`src/rtl/verdict_pkg.sv`:
```
// Shared constants, the default-width verdict record and the overflow helper for
// monitor_verdict_buffer.
package verdict_pkg;

  localparam int NUM_OUTPUTS_DEF = 3;
  localparam int DATA_W_DEF      = 64;
  localparam int TS_W_DEF        = 32;
  localparam int DEPTH_DEF       = 16;
  localparam int OVF_W           = 16;

  // Record layout at default widths; the top mirrors this layout for its own parameters.
  typedef struct packed {
    logic [TS_W_DEF-1:0]                ts;
    logic [NUM_OUTPUTS_DEF-1:0]         mask;
    logic [NUM_OUTPUTS_DEF*DATA_W_DEF-1:0] data;
  } verdict_rec_t;

  function automatic logic [OVF_W-1:0] sat_inc(input logic [OVF_W-1:0] v);
    return (v == '1) ? v : v + OVF_W'(1);
  endfunction

endpackage

```
`src/rtl/monitor_verdict_buffer_if.sv`:
```
// Monitor-side capture inputs and host-side record stream of monitor_verdict_buffer.
// master = the buffer itself, slave = the environment (monitor plus record consumer).
interface monitor_verdict_buffer_if #(
  parameter int NUM_OUTPUTS = verdict_pkg::NUM_OUTPUTS_DEF,
  parameter int DATA_W      = verdict_pkg::DATA_W_DEF,
  parameter int TS_W        = verdict_pkg::TS_W_DEF,
  parameter int DEPTH       = verdict_pkg::DEPTH_DEF
);
  import verdict_pkg::*;

  localparam int FILL_W = $clog2(DEPTH) + 1;

  logic                          en;
  logic [NUM_OUTPUTS*DATA_W-1:0] mon_data;
  logic [NUM_OUTPUTS-1:0]        mon_aktv;

  logic                          rec_valid;
  logic                          rec_ready;
  logic [TS_W-1:0]               rec_ts;
  logic [NUM_OUTPUTS-1:0]        rec_mask;
  logic [NUM_OUTPUTS*DATA_W-1:0] rec_data;

  logic [FILL_W-1:0]             fill;
  logic [OVF_W-1:0]              ovf_cnt;

  modport master (
    input  en, mon_data, mon_aktv, rec_ready,
    output rec_valid, rec_ts, rec_mask, rec_data, fill, ovf_cnt
  );

  modport slave (
    output en, mon_data, mon_aktv, rec_ready,
    input  rec_valid, rec_ts, rec_mask, rec_data, fill, ovf_cnt
  );

endinterface

```
`src/rtl/verdict_fifo.sv`:
```
// Generic synchronous FIFO with the head entry held in an output register; an entry
// pushed into an empty FIFO reaches the head register on the next non-held edge.
module verdict_fifo #(
  parameter int WIDTH = 8,
  parameter int DEPTH = 16
) (
  input  logic                   clk,
  input  logic                   rst,
  input  logic                   hold,
  input  logic                   push,
  input  logic [WIDTH-1:0]       wdata,
  input  logic                   pop,
  output logic [WIDTH-1:0]       rdata,
  output logic                   rvalid,
  output logic                   full,
  output logic                   empty,
  output logic [$clog2(DEPTH):0] count
);

  localparam int              PTR_W    = $clog2(DEPTH);
  localparam logic [PTR_W:0]  ONE      = (PTR_W + 1)'(1);
  localparam logic [PTR_W:0]  FULL_CNT = (PTR_W + 1)'(DEPTH);

  logic [WIDTH-1:0] mem_q [DEPTH];

  logic [PTR_W:0]   wr_ptr_q, wr_ptr_d;
  logic [PTR_W:0]   rd_ptr_q, rd_ptr_d;
  logic [PTR_W:0]   count_q, count_d;
  logic [WIDTH-1:0] head_q, head_d;
  logic             head_vld_q, head_vld_d;
  logic             mem_empty;
  logic             load;

  assign mem_empty = (wr_ptr_q == rd_ptr_q);
  // The head register refills from storage whenever it is empty or being consumed.
  assign load      = ~hold & ~mem_empty & (~head_vld_q | pop);

  always_comb begin
    // NOTE: every _d starts from its _q, so no branch leaves it unassigned (no latch).
    wr_ptr_d   = wr_ptr_q;
    rd_ptr_d   = rd_ptr_q;
    count_d    = count_q;
    head_d     = head_q;
    head_vld_d = head_vld_q;

    if (push) wr_ptr_d = wr_ptr_q + ONE;

    if (load) begin
      head_d     = mem_q[rd_ptr_q[PTR_W-1:0]];
      head_vld_d = 1'b1;
      rd_ptr_d   = rd_ptr_q + ONE;
    end else if (pop) begin
      head_vld_d = 1'b0;
    end

    case ({push, pop})
      2'b10:   count_d = count_q + ONE;
      2'b01:   count_d = count_q - ONE;
      default: count_d = count_q;
    endcase
  end

  // NOTE: storage is not reset; the pointers alone define which entries are live.
  always_ff @(posedge clk) begin
    if (push) mem_q[wr_ptr_q[PTR_W-1:0]] <= wdata;
  end

  always_ff @(posedge clk) begin
    // NOTE: non-blocking assignments, so every flop samples pre-edge values.
    if (!rst) begin
      wr_ptr_q   <= '0;
      rd_ptr_q   <= '0;
      count_q    <= '0;
      head_q     <= '0;
      head_vld_q <= 1'b0;
    end else begin
      wr_ptr_q   <= wr_ptr_d;
      rd_ptr_q   <= rd_ptr_d;
      count_q    <= count_d;
      head_q     <= head_d;
      head_vld_q <= head_vld_d;
    end
  end

  assign rdata  = head_q;
  assign rvalid = head_vld_q;
  assign count  = count_q;
  assign full   = (count_q == FULL_CNT);
  assign empty  = (count_q == '0);

endmodule

```
`src/rtl/monitor_verdict_buffer.sv`:
```
// Captures RTLola monitor verdicts into timestamped records and streams them out.
// Define VERDICT_BUFFER_OVF_CNT_EN to implement the saturating dropped-record counter.
module monitor_verdict_buffer #(
  parameter int NUM_OUTPUTS = verdict_pkg::NUM_OUTPUTS_DEF,
  parameter int DATA_W      = verdict_pkg::DATA_W_DEF,
  parameter int TS_W        = verdict_pkg::TS_W_DEF,
  parameter int DEPTH       = verdict_pkg::DEPTH_DEF
) (
  input logic                      clk,
  input logic                      rst,
  monitor_verdict_buffer_if.master bus
);
  import verdict_pkg::*;

  localparam int FILL_W = $clog2(DEPTH) + 1;
  localparam int VAL_W  = NUM_OUTPUTS * DATA_W;

  typedef struct packed {
    logic [TS_W-1:0]        ts;
    logic [NUM_OUTPUTS-1:0] mask;
    logic [VAL_W-1:0]       data;
  } rec_t;

  localparam int REC_W = $bits(rec_t);

  logic [TS_W-1:0]   ts_q, ts_d;
  logic              capture;
  logic              pop;
  logic              push;
  logic              full;
  logic              empty;
  logic              head_vld;
  logic [FILL_W-1:0] count;
  rec_t              rec_in;
  rec_t              rec_out;

  // The stored timestamp is the pre-increment value of the capturing cycle.
  always_comb begin
    rec_in      = '0;
    rec_in.ts   = ts_q;
    rec_in.mask = bus.mon_aktv;
    for (int k = 0; k < NUM_OUTPUTS; k++) begin
      rec_in.data[k*DATA_W +: DATA_W] =
        bus.mon_aktv[k] ? bus.mon_data[k*DATA_W +: DATA_W] : '0;
    end
  end

  assign capture = bus.en & (|bus.mon_aktv);
  assign pop     = bus.en & head_vld & bus.rec_ready & ~empty;
  // A full FIFO still accepts a capture when the head leaves on the same edge.
  assign push    = capture & (~full | pop);

  always_comb begin
    ts_d = ts_q;
    if (bus.en) ts_d = ts_q + TS_W'(1);
  end

  always_ff @(posedge clk) begin
    if (!rst) ts_q <= '0;
    else      ts_q <= ts_d;
  end

  verdict_fifo #(
    .WIDTH (REC_W),
    .DEPTH (DEPTH)
  ) u_fifo (
    .clk    (clk),
    .rst    (rst),
    .hold   (~bus.en),
    .push   (push),
    .wdata  (rec_in),
    .pop    (pop),
    .rdata  (rec_out),
    .rvalid (head_vld),
    .full   (full),
    .empty  (empty),
    .count  (count)
  );

  assign bus.rec_valid = head_vld;
  assign bus.rec_ts    = rec_out.ts;
  assign bus.rec_mask  = rec_out.mask;
  assign bus.rec_data  = rec_out.data;
  assign bus.fill      = count;

`ifdef VERDICT_BUFFER_OVF_CNT_EN
  logic [OVF_W-1:0] ovf_cnt_q, ovf_cnt_d;
  logic             drop;

  assign drop = capture & full & ~pop;

  always_comb begin
    ovf_cnt_d = ovf_cnt_q;
    if (drop) ovf_cnt_d = sat_inc(ovf_cnt_q);
  end

  always_ff @(posedge clk) begin
    if (!rst) ovf_cnt_q <= '0;
    else      ovf_cnt_q <= ovf_cnt_d;
  end

  assign bus.ovf_cnt = ovf_cnt_q;
`else
  assign bus.ovf_cnt = '0;
`endif

endmodule

```
`src/flat_wrapper.sv`:
```
// flat-port wrapper written by rule: the top's interface ports become plain ports
module monitor_verdict_buffer_flat import verdict_pkg::*;
#(
  parameter int NUM_OUTPUTS = verdict_pkg::NUM_OUTPUTS_DEF,
  parameter int DATA_W      = verdict_pkg::DATA_W_DEF,
  parameter int TS_W        = verdict_pkg::TS_W_DEF,
  parameter int DEPTH       = verdict_pkg::DEPTH_DEF
)
  (clk, rst, bus_en, bus_mon_data, bus_mon_aktv, bus_rec_ready, bus_rec_valid, bus_rec_ts, bus_rec_mask, bus_rec_data, bus_fill, bus_ovf_cnt);
  monitor_verdict_buffer_if #(.NUM_OUTPUTS(NUM_OUTPUTS), .DATA_W(DATA_W), .TS_W(TS_W), .DEPTH(DEPTH)) bus_i ();
  input logic clk;
  input logic rst;
  input wire logic [$bits(bus_i.en)-1:0] bus_en;
  input wire logic [$bits(bus_i.mon_data)-1:0] bus_mon_data;
  input wire logic [$bits(bus_i.mon_aktv)-1:0] bus_mon_aktv;
  input wire logic [$bits(bus_i.rec_ready)-1:0] bus_rec_ready;
  output wire logic [$bits(bus_i.rec_valid)-1:0] bus_rec_valid;
  output wire logic [$bits(bus_i.rec_ts)-1:0] bus_rec_ts;
  output wire logic [$bits(bus_i.rec_mask)-1:0] bus_rec_mask;
  output wire logic [$bits(bus_i.rec_data)-1:0] bus_rec_data;
  output wire logic [$bits(bus_i.fill)-1:0] bus_fill;
  output wire logic [$bits(bus_i.ovf_cnt)-1:0] bus_ovf_cnt;
  assign bus_i.en = bus_en;
  assign bus_i.mon_data = bus_mon_data;
  assign bus_i.mon_aktv = bus_mon_aktv;
  assign bus_i.rec_ready = bus_rec_ready;
  assign bus_rec_valid = bus_i.rec_valid;
  assign bus_rec_ts = bus_i.rec_ts;
  assign bus_rec_mask = bus_i.rec_mask;
  assign bus_rec_data = bus_i.rec_data;
  assign bus_fill = bus_i.fill;
  assign bus_ovf_cnt = bus_i.ovf_cnt;
  monitor_verdict_buffer #(.NUM_OUTPUTS(NUM_OUTPUTS), .DATA_W(DATA_W), .TS_W(TS_W), .DEPTH(DEPTH)) u_core (.clk(clk), .rst(rst), .bus(bus_i));
endmodule
```
`config.mk`:
```
export PLATFORM = sky130hd
export DESIGN_NAME = monitor_verdict_buffer_flat
export DESIGN_NICKNAME = d
export VERILOG_FILES = /design/src/rtl/verdict_pkg.sv /design/src/rtl/monitor_verdict_buffer_if.sv /design/src/rtl/verdict_fifo.sv /design/src/rtl/monitor_verdict_buffer.sv /design/src/flat_wrapper.sv
export SDC_FILE = /design/constraint.sdc
export NUM_CORES = 2
export LEC_CHECK = 0
export BUFFER_PORTS_ARGS = -buffer_cell sky130_fd_sc_hd__buf_4
export CAP_MARGIN = 10
export CORE_MARGIN = 2
export CORE_UTILIZATION = 40
export DETAILED_ROUTE_END_ITERATION = 8
export HOLD_SLACK_MARGIN = 0.05
export SETUP_SLACK_MARGIN = 0.15
export SLEW_MARGIN = 20
export SYNTH_ARGS = -nofsm -noshare
export SYNTH_HDL_FRONTEND = slang
export SYNTH_SLANG_ARGS = --single-unit
export TNS_END_PERCENT = 50
```
`constraint.sdc`:
```
create_clock -name clk -period 23.2 [get_ports clk]
set_input_delay 4.64 -clock clk [delete_from_list [all_inputs] [get_ports clk]]
set_output_delay 4.64 -clock clk [all_outputs]
set_load 0.05 [all_outputs]
```
Word level (Yosys, flattened, before mapping) --
Memories as Yosys holds them, arrays and structs flattened. A register that Yosys moved wholly into a read port is not among the register bits. Cells that the tools add are included.
Operators by class: add/subtract/negate cells 5, equal/unequal tests 4, muxes and demuxes 8, bitwise logic cells 13, reductions and logical operators 5
Operator list (count):
- two-way mux 64 bit | 3
- adder 32 x 1 -> 32 bit (second input constant) | 1
- adder 5 x 1 -> 5 bit (second input constant) | 3
- case mux 5 bit (2 select lines) | 1
- bitwise AND 1 bit | 7
- equality test 5 bit | 1
- equality test 5 bit (second input constant) | 1
- zero test 5 bit | 1
- subtractor 5 x 1 -> 5 bit (second input constant) | 1
- two-way mux 1 bit | 4
- inverter 1 bit | 4
- nonzero test 2 bit | 2
- OR reduction 3 bit | 1
- equality test 2 x 1 -> 1 bit (second input constant) | 1
- equality test 2 bit (second input constant) | 1
- OR 1 bit | 2
- zero test 1 bit | 1
Storage, ports and cells: bits in registers 48, memory bits (writable) 3632, bits of input ports 199, output and inout bits 249, logic and storage cells 41, memories 1
Memories:
- u_core.u_fifo.mem_q | depth 16, width 227, rd ports 1, clocked after Yosys merged registers in 1, wr ports 1, line verdict_fifo.sv:24 | logic [WIDTH-1:0] mem_q [DEPTH];

Depth between registers and ports, before layout --
depth after elaboration 7, mapped depth 11, depth with buffers taken out 11

Cells and area by module --
From an unflattened synthesis, not the netlist that was laid out.
Unflattened totals: cells, all modules 7478, area, all modules 149129.3 um2
By module, submodules not included:
- verdict_fifo | times used 1, cells an instance 7065, area an instance 146146.4 um2, sequential area each 113929.3 um2
- monitor_verdict_buffer | times used 1, cells an instance 413, area an instance 2982.9 um2, sequential area each 640.6 um2

Least setup slack after synthesis --
OpenSTA, ideal clock, no wires.
kind input to register, start point input bus_rec_ready, end point memory u_core.u_fifo.mem_q[0][0] (netlist name) (enable), setup time 1.094 ns, arrival 20.748 ns, data required time 22.106 ns, path slack 1.358 ns, stages 4, path buffers 0, cells stage by stage nand2_1 a311oi_2 nand2_1 nor3_1
Between the ends: longest elaborated chain between the ends 6
Ends and longest elaborated chain:
- start, declared | line flat_wrapper.sv:16 | input wire logic [$bits(bus_i.rec_ready)-1:0] bus_rec_ready;
- bitwise AND 1 bit (2 in series) | line monitor_verdict_buffer.sv:49 | assign pop = bus.en & head_vld & bus.rec_ready & ~empty;
- OR 1 bit | line monitor_verdict_buffer.sv:51 | assign push = capture & (~full | pop);
- bitwise AND 1 bit | line monitor_verdict_buffer.sv:51
- two-way mux 1 bit | line verdict_fifo.sv:65 | if (push) mem_q[wr_ptr_q[PTR_W-1:0]] <= wdata;
- two-way mux 1 bit (implied by the code) | line verdict_fifo.sv:65
- end, declared | line verdict_fifo.sv:24
No other way between the ends.

Worst setup path after layout --
start point input bus_mon_aktv[1], end point memory u_core.u_fifo.mem_q[2][81] (netlist name) (enable)
Between the ends: longest elaborated chain between the ends 5
Ends and longest elaborated chain:
- start, declared | line flat_wrapper.sv:15 | input wire logic [$bits(bus_i.mon_aktv)-1:0] bus_mon_aktv;
- OR reduction 3 bit | line monitor_verdict_buffer.sv:48 | assign capture = bus.en & (|bus.mon_aktv);
- bitwise AND 1 bit | line monitor_verdict_buffer.sv:48
- bitwise AND 1 bit | line monitor_verdict_buffer.sv:51
- two-way mux 1 bit | line verdict_fifo.sv:65
- two-way mux 1 bit (implied by the code) | line verdict_fifo.sv:65
No other way between the ends.

==> results.yml <==
sta:
  finalHoldViolations: 0
  timing_max_transition_violations_final: 0
  finalCritPeriodShare_pct: 39.6
  timing.max_slew.rel_slack_pct: 23.7
  post-route-min-period_ns: 9.18
  grt_setup_unrepaired: "false"
  finalSetupTns_ns: 0
  skew_ns: 0.0669
  max_slew.worst_pin.slew_ns: 1.15
  setup_viol: 0
  maxClockFrequency_mhz: 109
final_layout:
  post-route-util_pct: 46.3
  num-nets-final: 7346
  syn2layout_area_growth_pct: 15.0
  layout-drive-gt1-share_pct: 27.8
job:
  maxCapViolations: 0
floorplanning:
  core.rowCount: 221
  ioPinCount: 448
  die_width_um: 608
  die_area_sq_um: 370000
  coreArea_sq_um: 363000
  die-height_um: 608
  effective_utilization_at_floorplan_pct: 40.2
global_routing:
  grt_max_degree: 115
  antenna_violations_before_repair: 10
  grt_first_pass_wirelength_mm: 505
  grt_util_all_layers_pct: 18.5
  via_count_of_the_first_global_routing_pass: 71200
  grt-ovfl-total: 0
worst_setup_path:
  critical_path_peak_fanout: 53
  end_kind: "flop"
  worst_path_max_delay_cell: "buf_4"
  path_class: "primary input to flop"
  crit_path_cell_trace: "buf_4, nor3_1, a311oi_2, buf_4, nand2_1, nor3_2, buf_4, buf_4, buf_4"
  worst-path-buf-inv: 5
  cpLargestDelayFamily: "buffers and inverters"
  critPathMostFrequentCell: "buf_4"
  startpoint_type: "primary input"
  crit_path_max_incr_delay_ns: 0.87
  critPathArrivalTime_ns: 9.71
  required_ns: 23.73
clock_network:
  cts_tree: "done"
  total_number_of_clock_tree_sinks: 3907
  ctsResizeCount: 0
  number_of_buffers_inserted_by_post_cts_setup_repair: 0
  clock_latency_ns: 0.96
  cts.path.max_buffers: 4
  cts_buffers: 396
  path_clk_slew_ns: 0.06
  h-tree-depth: 5
  cts_hold_repair_buffers: 0
  clockRootBuffer: "clkbuf_16"
placed_design:
  portBuffers: 431
  place_congestion: 0.746
  place_hpwl_mm: 191
synthesis:
  synth_mux_area_share_pct: 14.0
  synth-xor-area-share_pct: 0.246
  synth_area_per_cell_sq_um: 22.3
  synth.cells.most_frequent: "edfxtp_1 (3632), mux4_2 (908), a22oi_1 (454)"
  post_synth_num_cell_types: 46
  synth_top_family_by_area: "multiplexers"
  postSynth.topFlopCell: "edfxtp_1"
  synth_sequential_area_ratio_pct: 78.5
  synthCells: 6554
  synth-compound-area-share_pct: 3.84
  yosysTopAreaCell: "edfxtp_1"
  synthesis.yosys.warnings: 0
  number_of_synthesized_flops_with_an_enable_pin: 3632
  syn-cell-area_sq_um: 146000
  netlist_top_cells_area: "edfxtp_1 (75%), mux4_2 (14%), dfxtp_1 (3.8%), a22oi_1 (2.3%), a22o_1 (1.4%)"
  post_synthesis_adder_cell_area_fraction_pct: 0.0909
  synth.ff_latch_count: 3907
  synthMostInstantiatedCell: "edfxtp_1"
  postSynth.asyncResetShare_pct: 0
  netlist.area_leader.share_pct: 74.7
  post_synth_and_or_nand_nor_area_fraction_pct: 1.92
pwr:
  p_sw_uw: 3460
  internal-power_uw: 11900
  power.sequential.fraction_pct: 51.4
  ir_worst_vdd_mv: 0.0623
  pleak_uw: 0.0538
  power_density_over_cell_area_nw_per_um2: 91.3
  clock_power_share_pct: 41.5
  power_switching_share_pct: 22.6
  pwr-share-comb_pct: 7.1
  design_power_total_uw: 15300
min_path:
  holdCritPathClass: "flop to flop"
drt:
  via_per_inst: 5.53
  num_vias: 67900
  drt_iter0_markers: 6537
  iteration_count_of_the_initial_detailed_routing_pass: 6
  route.detailed.wl_per_inst_um: 28.4
  drcViolationCount: 0
  wirelength_mm: 348
  postRouteAntennaNets: 0
run_status:
  status: "finished, final reports clean"
[flip-flops by register name, indices dropped and copies added (netlist names)]
signal,count
u_core.u_fifo.wr_ptr_q,5
u_core.u_fifo.rvalid,1
u_core.ts_q,32
u_core.u_fifo.rdata,227
u_core.u_fifo.count,5
u_core.u_fifo.mem_q,3632
u_core.u_fifo.rd_ptr_q,5
[metal layers]
| metal | track usage (%) | part of all wire [%] |
|---|---|---|
| met3 | 2.66 | 5.2 |
| met4 | 4.67 | 2.3 |
| met5 | 0 | 0.0049 |
| met2 | 31.9 | 51 |
| met1 | 24.8 | 41 |
[placed cells by master (no fill, tap or decap), drive strengths merged, types with 3 or more instances in the layout]
cell type | netlist | layout
conb | 1 | 16
mux4 | 908 | 908
nand4 | 10 | 10
a21oi | 10 | 10
nor4 | 3 | 3
clkinvlp | 0 | 6
buf | 235 | 572
a22oi | 454 | 454
and3 | 5 | 5
clkinv | 0 | 150
xor2 | 30 | 30
o31ai | 6 | 6
edfxtp | 3632 | 3632
dfxtp | 275 | 275
nand2b | 5 | 5
nand3 | 22 | 22
diode | 0 | 4
nor3 | 6 | 6
ha | 9 | 9
and2 | 196 | 196
bufinv | 0 | 38
inv | 9 | 20
nand2 | 243 | 243
nor2 | 53 | 53
mux2i | 3 | 3
clkbuf | 167 | 526
or3 | 5 | 5
xnor2 | 11 | 11
and4 | 5 | 5
a22o | 227 | 227
nor2b | 4 | 4
or4 | 4 | 4
o21ai | 5 | 5
[cells by family (layout without fill, tap and decap cells)]
group / count (synthesis) / count (layout)
AO/OA/AOI/OAI: 710 / 710
XOR/XNOR: 41 / 41
adder cells (fa/ha/maj): 10 / 10
buffers and inverters: 411 / 1312
flip-flops: 3907 / 3907
multiplexers: 911 / 911
other: 1 / 20
AND/OR/NAND/NOR: 563 / 563
[cell type report]
type	instances	area, sq um
flip-flops and latches	3907	115000
multi-input cells	2251	29600
fillers	29900	195000
clock inverters	205	2340
diodes	4	10.0
inverters	9	33.8
well taps	4794	6000
repair buffers	572	4540
clock buffers	526	10800
[power by group through the flow]
stage          clock network [uW]  logic (uW)  registers, uW
4_1_cts                      6500        1110           7880
3_5_place_dp                    0        1110           8030
3_3_place_gp                    0        1090           8020
5_1_grt                      6760        1160           7890
6_report                     6370        1080           7880
2_1_floorplan                   0         515           8220
[metrics by stage]
stage,cell area (sq um),setup WS (ns),hold WS (ns),instances
finish,168000,14.02,0.480,12300
global route,168000,13.84,0.494,12300
CTS,168000,13.67,0.483,12300
detailed placement,155000,12.69,0.467,11500
global placement,155000,12.80,0.467,11500
floorplan,146000,1.36,0.464,6569
[worst paths after layout]
kind	start	end	slack (ns)	cells after the start
max	bus_mon_aktv[1]	u_core.u_fifo.mem_q[2][81]	14.02	9
min	u_core.u_fifo.rdata[13]	u_core.u_fifo.rdata[13]	0.48	1
max reg2reg	u_core.u_fifo.rd_ptr_q[2]	u_core.u_fifo.rdata[0]	17.55	8
min reg2reg	u_core.u_fifo.rdata[13]	u_core.u_fifo.rdata[13]	0.48	1
Power figures use the tool's default switching activity.
